<file path="config.mk">
export PLATFORM = sky130hd
export DESIGN_NAME = fir_tap_sequencer
export DESIGN_NICKNAME = d
export VERILOG_FILES = /design/src/rtl/fir_pkg.sv /design/src/rtl/fir_delay_line.sv /design/src/rtl/fir_tap_sequencer.sv
export SDC_FILE = /design/constraint.sdc
export NUM_CORES = 2
export LEC_CHECK = 0
export BUFFER_PORTS_ARGS = -buffer_cell sky130_fd_sc_hd__clkbuf_2
export CORE_MARGIN = 1.5
export CORE_UTILIZATION = 28
export DETAILED_ROUTE_END_ITERATION = 8
export PLACE_DENSITY = 0.44
export SLEW_MARGIN = 20
export SYNTH_ARGS = -nofsm -noshare
export SYNTH_HDL_FRONTEND = slang
export SYNTH_SLANG_ARGS = --single-unit
</file>
<file path="constraint.sdc">
create_clock -name clk -period 4.19 [get_ports clk]
set_clock_uncertainty 0.2 [all_clocks]
set_input_delay 0.838 -clock clk [delete_from_list [all_inputs] [get_ports clk]]
set_output_delay 0.838 -clock clk [all_outputs]
set_load 0.02 [all_outputs]
</file>
<file path="src/rtl/fir_pkg.sv">
// Shared constants, op codes and FSM state type for the 64-tap FIR datapath.
// Used by fir_tap_sequencer, fir_delay_line and the FIR alu.
package fir_pkg;

    localparam int TAPS = 64;
    localparam int DW   = 16;
    localparam int AW   = 32;
    localparam int TW   = $clog2(TAPS);

    localparam logic [TW-1:0] LAST_TAP = TW'(TAPS - 1);

    localparam logic [1:0] OP_RST = 2'b00;
    localparam logic [1:0] OP_MUL = 2'b01;
    localparam logic [1:0] OP_MAC = 2'b10;

    typedef enum logic [1:0] {
        ST_IDLE  = 2'd0,
        ST_RUN   = 2'd1,
        ST_DRAIN = 2'd2,
        ST_OUT   = 2'd3
    } fir_state_t;

endpackage

</file>
<file path="src/rtl/fir_delay_line.sv">
// Circular sample buffer: synchronous push at the write pointer, combinational
// read at (base - offset) where base is the slot of the most recent push.
module fir_delay_line
    import fir_pkg::*;
(
    input  logic          clk,
    input  logic          rst,
    input  logic          push,
    input  logic [DW-1:0] wdata,
    input  logic [TW-1:0] offset,
    output logic [DW-1:0] rdata
);

    logic [DW-1:0] mem [TAPS];
    logic [TW-1:0] wp;
    logic [TW-1:0] base;
    logic [TW-1:0] rd_idx;

    always_ff @(posedge clk) begin
        if (rst) begin
            wp   <= '0;
            base <= '0;
            for (int i = 0; i < TAPS; i++) begin
                mem[i] <= '0;
            end
        end else if (push) begin
            mem[wp] <= wdata;
            base    <= wp;
            wp      <= wp + 1'b1;
        end
    end

    // Pointer arithmetic is TW bits wide, so the subtraction wraps mod TAPS.
    assign rd_idx = base - offset;
    assign rdata  = mem[rd_idx];

endmodule

</file>
<file path="src/rtl/fir_tap_sequencer.sv">
// Sequences 64 MAC taps into the FIR alu per accepted sample and returns a Q15 result.
// Build option: define FIR_SAT_EN to saturate the Q30->Q15 conversion instead of wrapping.
//
// state    | meaning
// ---------+--------------------------------------------------------------
// ST_IDLE  | waiting for an input sample; coefficient writes allowed
// ST_RUN   | issuing taps 0..TAPS-1 to the alu, one per cycle
// ST_DRAIN | alu holds the final sum; convert and register the output
// ST_OUT   | out_valid held until out_ready
module fir_tap_sequencer
    import fir_pkg::*;
(
    input  logic          clk,
    input  logic          rst,
    input  logic          in_valid,
    output logic          in_ready,
    input  logic [DW-1:0] in_sample,
    input  logic          coeff_we,
    input  logic [TW-1:0] coeff_addr,
    input  logic [DW-1:0] coeff_wdata,
    output logic [DW-1:0] alu_coeff,
    output logic [DW-1:0] alu_data,
    output logic [AW-1:0] alu_prev_acc,
    output logic [1:0]    alu_op_code,
    input  logic [AW-1:0] alu_result,
    output logic          out_valid,
    input  logic          out_ready,
    output logic [DW-1:0] out_sample,
    output logic          busy
);

    fir_state_t    state;
    fir_state_t    state_nxt;
    logic [TW-1:0] tap;
    logic [DW-1:0] coef [TAPS];
    logic [DW-1:0] dl_rdata;
    logic [DW-1:0] q15;
    logic          accept;
    logic          unused_acc_bits;

    assign in_ready     = (state == ST_IDLE);
    assign busy         = (state != ST_IDLE);
    assign accept       = in_valid && in_ready;
    assign alu_prev_acc = alu_result;

    fir_delay_line u_delay_line (
        .clk    (clk),
        .rst    (rst),
        .push   (accept),
        .wdata  (in_sample),
        .offset (tap),
        .rdata  (dl_rdata)
    );

    always_ff @(posedge clk) begin
        if (rst) begin
            state <= ST_IDLE;
        end else begin
            state <= state_nxt;
        end
    end

    always_comb begin
        state_nxt   = state;
        alu_coeff   = '0;
        alu_data    = '0;
        alu_op_code = OP_RST;
        case (state)
            ST_IDLE: begin
                if (accept) begin
                    state_nxt = ST_RUN;
                end
            end
            ST_RUN: begin
                alu_coeff   = coef[tap];
                alu_data    = dl_rdata;
                alu_op_code = (tap == '0) ? OP_MUL : OP_MAC;
                if (tap == LAST_TAP) begin
                    state_nxt = ST_DRAIN;
                end
            end
            ST_DRAIN: begin
                state_nxt = ST_OUT;
            end
            ST_OUT: begin
                if (out_ready) begin
                    state_nxt = ST_IDLE;
                end
            end
            default: begin
                state_nxt = ST_IDLE;
            end
        endcase
    end

    always_ff @(posedge clk) begin
        if (rst) begin
            tap <= '0;
        end else if (accept) begin
            tap <= '0;
        end else if (state == ST_RUN) begin
            tap <= tap + 1'b1;
        end
    end

    // Only IDLE writes land; a write in the accept cycle is seen from tap 0 on.
    always_ff @(posedge clk) begin
        if (rst) begin
            for (int i = 0; i < TAPS; i++) begin
                coef[i] <= '0;
            end
        end else if (coeff_we && (state == ST_IDLE)) begin
            coef[coeff_addr] <= coeff_wdata;
        end
    end

    always_comb begin
`ifdef FIR_SAT_EN
        if (alu_result[AW-1] != alu_result[AW-2]) begin
            q15 = alu_result[AW-1] ? {1'b1, {(DW-1){1'b0}}} : {1'b0, {(DW-1){1'b1}}};
        end else begin
            q15 = alu_result[2*DW-2:DW-1];
        end
`else
        q15 = alu_result[2*DW-2:DW-1];
`endif
    end

    assign unused_acc_bits = ^{alu_result[AW-1], alu_result[DW-2:0]};

    always_ff @(posedge clk) begin
        if (rst) begin
            out_valid  <= 1'b0;
            out_sample <= '0;
        end else if (state == ST_DRAIN) begin
            out_valid  <= 1'b1;
            out_sample <= q15;
        end else if ((state == ST_OUT) && out_ready) begin
            out_valid  <= 1'b0;
        end
    end

endmodule

</file>
==> impl_metrics.tcl <==
set metrics [dict create \
    outcome "finished, violations left" \
    failing_checks "setup timing" \
    rows 214 \
    critical-path-slowest-cell "sky130_fd_sc_hd__fa_4" \
    ys_dominant_reg_cell "sky130_fd_sc_hd__edfxtp_1" \
    worst_slew_pin_slew_ns 1.049 \
    synth_fp_nets 6515 \
    synth_seq_area_share 0.6485 \
    total_overflow_reported_by_the_global_router 0 \
    cp_num_buf_inv 4 \
    synthesis_warnings 0 \
    floorplan.die.height_um 589.0 \
    finalCriticalPeriod_ns 5.265 \
    drt_wl_total_mm 305.4 \
    worstPathCellList "inv_2 -> ha_4 -> fa_4 -> buf_12 -> clkbuf_16 -> mux4_2 -> mux4_2 -> and3_4 -> a221o_2 -> buf_6" \
    ant_nets 0 \
    path_delay_family "adder cells" \
    die_x_extent_um 589.0 \
    insertion_delay_ns 0.88 \
    grt_pass1_vias 55570 \
    global_route_wire_length_before_repair_mm 430.9 \
    layout-drive-gt1-share 0.2748 \
    power.density_cell_area_nw_per_um2 534.6 \
    timing.setup.tns_ns -20.91 \
    timing.final.hold_violations 0 \
    startpoint_type "register" \
    globalRouteTotalUtil 0.1719 \
    use_met3 0.02764 \
    grtUsageMet1 0.2340 \
    achievable-frequency_ghz 0.1899 \
    clkSlewWorstSetupHoldPaths_ns 0.06 \
    setup_slack_ns -1.075 \
    postSynthRegisterBits 2091 \
    max-vdd-ir-drop_mv 0.4142 \
    final.period_utilization 1.256 \
    final-setup-viol-count 32 \
    vias_per_cell 4.731 \
    antenna_found_initial 27 \
    place_congestion 0.8114 \
    detail_route.wl_per_cell_um 26.56 \
    maxSlewViolCount 0 \
    critical_path.most_common_cell "sky130_fd_sc_hd__mux4_2" \
    total_power_w 0.06152 \
    cts_h_tree_depth 4 \
    final_nets 6850 \
    critical_path.max_fanout 8 \
    post_synth_inst_count 6426 \
    grt_max_degree 106 \
    numClockSinks 2091 \
    synthDistinctLibCells 55 \
    deepest_clock_path_buffer_count 4 \
    critical_path_required_ns 3.15 \
    critPathKind "reg -> out" \
    syn_to_final_growth_pct 19.70 \
    cts_made_buffers 241 \
    drt_first_pass_iters 6 \
    placement.io_buffers 127 \
    netlist_area_um2 96150 \
    holdCritPathClass "in -> reg" \
    clock_tree_from_tritoncts "built" \
    remaining_drc_errors 0 \
    top_usage_layer "met2" \
    p_leak_nw 40.99 \
    routed-via-count 54410 \
    cp_data_arrival_time_ns 4.23 \
    area_of_the_die_um2 346900 \
    hpwl_mm 190.0 \
    fp.coreArea_um2 340900 \
    ios 160 \
    worst_slew_margin_rel 0.3009 \
    max_cap_violations 0 \
    rsz0062_at_grt "yes" \
    post_synthesis_async_set_or_reset_flop_share 0 \
    global_route.usage.met2 0.2871 \
    synth_enable_flop_cells 2048 \
    hold-worst-slack_ns 0.1225 \
    cts_root_buf "sky130_fd_sc_hd__clkbuf_16" \
    start_util 0.2821 \
    post_synth.cell_area_avg_um2 14.96 \
    detailedRoute.firstIterationViolations 4580 \
    worstSetupEndpointType "primary output" \
    worst_path_largest_cell_delay_ns 0.88 \
]
==> placed cells by master, fill, tap and decap left out, types with 52 or more instances in the layout <==
cell                        instances
sky130_fd_sc_hd__a21oi_1           58
sky130_fd_sc_hd__and2_1          2050
sky130_fd_sc_hd__buf_12            85
sky130_fd_sc_hd__buf_4            400
sky130_fd_sc_hd__clkbuf_1          62
sky130_fd_sc_hd__clkbuf_16        248
sky130_fd_sc_hd__clkbuf_2          77
sky130_fd_sc_hd__clkinv_1          52
sky130_fd_sc_hd__edfxtp_1        2048
sky130_fd_sc_hd__mux2i_1           74
sky130_fd_sc_hd__mux4_2           529
sky130_fd_sc_hd__nand2_1          271
sky130_fd_sc_hd__nand3_1           59
sky130_fd_sc_hd__nor2_1           158
sky130_fd_sc_hd__or2_2            132
==> cells in the mapped netlist (all sizes together) (6+ instances only) <==
master,instances,area (um^2)
and2,2051,12830
edfxtp,2048,61500
mux4,529,11910
clkbuf,432,1622
nand2,309,1160
buf,184,1049
nor2,169,679.4
or2,132,825.8
mux2i,116,1161
nand3,83,415.4
a21oi,79,399.1
o21ai,49,245.2
a22oi,45,337.8
dfxtp,43,860.8
nor3,21,105.1
a31oi,16,100.1
ha,13,162.7
inv,13,48.80
nand2b,13,81.33
xnor2,10,95.10
nand4,8,50.05
nand3b,7,52.55
o211ai,7,62.56
xor2,7,61.31
or3b,6,52.55
==> state kept, by name (all words and copies together) (netlist names), named ones only <==
name,cells
coef,1024
out_sample,16
out_valid,1
state,2
tap,6
u_delay_line.base,6
u_delay_line.mem,1024
u_delay_line.wp,6
==> logic make-up (layout without fill, tap and decap cells) <==
kind of cell             Yosys count  after routing  share of synthesized area
multiplexers                     645            645                     0.1360
flip-flops                      2091           2091                     0.6485
other                              0              7                          0
XOR/XNOR                          17             17                   0.001627
AO/OA/AOI/OAI                    206            206                    0.01279
adder cells (fa/ha/maj)           14             14                   0.001900
buffers and inverters            629           1160                    0.02828
AND/OR/NAND/NOR                 2824           2824                     0.1709
==> power by group <==
group | switching [W] | leakage (nW) | internal (W) | total, W
sequential | 0.000290 | 21.1 | 0.0238 | 0.0241
clock | 0.00898 | 3.59 | 0.0112 | 0.0202
combinational | 0.00905 | 16.3 | 0.00815 | 0.0172
total | 0.0183 | 41.0 | 0.0432 | 0.0615
==> cell type report <==
cell class / instances / area [um^2]
antenna: 7 / 17.52
clock buffer: 307 / 6341
clock inverter: 132 / 1027
fill: 32800 / 225800
inverter: 13 / 48.80
multi-input combinational: 3706 / 32390
sequential: 2091 / 62370
tap: 4536 / 5675
timing repair buffer: 708 / 7223
==> layer usage <==
| layer | share of wire | vias to the layer above | wire (um) |
|---|---|---|---|
| li1 | - | 23940 | - |
| met1 | 0.44 | 28670 | 135000 |
| met5 | 0.000075 | - | 23 |
| met4 | 0.023 | 4 | 7091 |
| met2 | 0.48 | 1416 | 147900 |
| met3 | 0.050 | 375 | 15400 |
==> through the flow <==
stage                     setup WS, ns  std cells  instance area [um^2]    util
after floorplan                 0.4079       6426                 96150       -
after global placement         -0.6319      10900                104000  0.3050
after detailed placement       -0.5633      10900                104000  0.3051
after CTS                       -1.202      11450                113900  0.3342
after global routing            -1.164      11490                115100  0.3376
final                           -1.075      11500                115100  0.3377
==> final timing paths <==
| path | endpoint | slack [ns] | depth (start not counted) | from |
|---|---|---|---|---|
| setup / recovery | alu_data[14] | -1.07 | 10 | u_delay_line.base[0] |
| setup reg to reg | coef[1][3] | 0.67 | 9 | state[0] |
| hold reg to reg | u_delay_line.base[2] | 0.27 | 2 | u_delay_line.base[2] |
| hold / removal | u_delay_line.wp[4] | 0.12 | 2 | rst |
==> worst register-to-register path, cell delays in order (launching register included) <==
cell                      delay, ns
sky130_fd_sc_hd__dfxtp_1       0.33
sky130_fd_sc_hd__inv_1         0.13
sky130_fd_sc_hd__ha_1          0.23
sky130_fd_sc_hd__inv_1         0.32
sky130_fd_sc_hd__nor3b_1       0.31
sky130_fd_sc_hd__buf_4         0.21
sky130_fd_sc_hd__nand2_1       0.40
sky130_fd_sc_hd__nor2_1        0.31
sky130_fd_sc_hd__buf_4         0.28
sky130_fd_sc_hd__or2_2         0.49
==> repair_timing <==
| action | CTS | global route |
|---|---|---|
| setup buffers | 84 | 53 |
| cloned | 18 | 5 |
| endpoints found under the setup margin | 32 | 32 |
| hold buffers | 16 | 0 |
| pin swaps | 28 | 42 |
| hold endpoints to repair | 16 | 0 |
| resized for setup | 284 | 201 |
(Power assumes the default switching activity.)
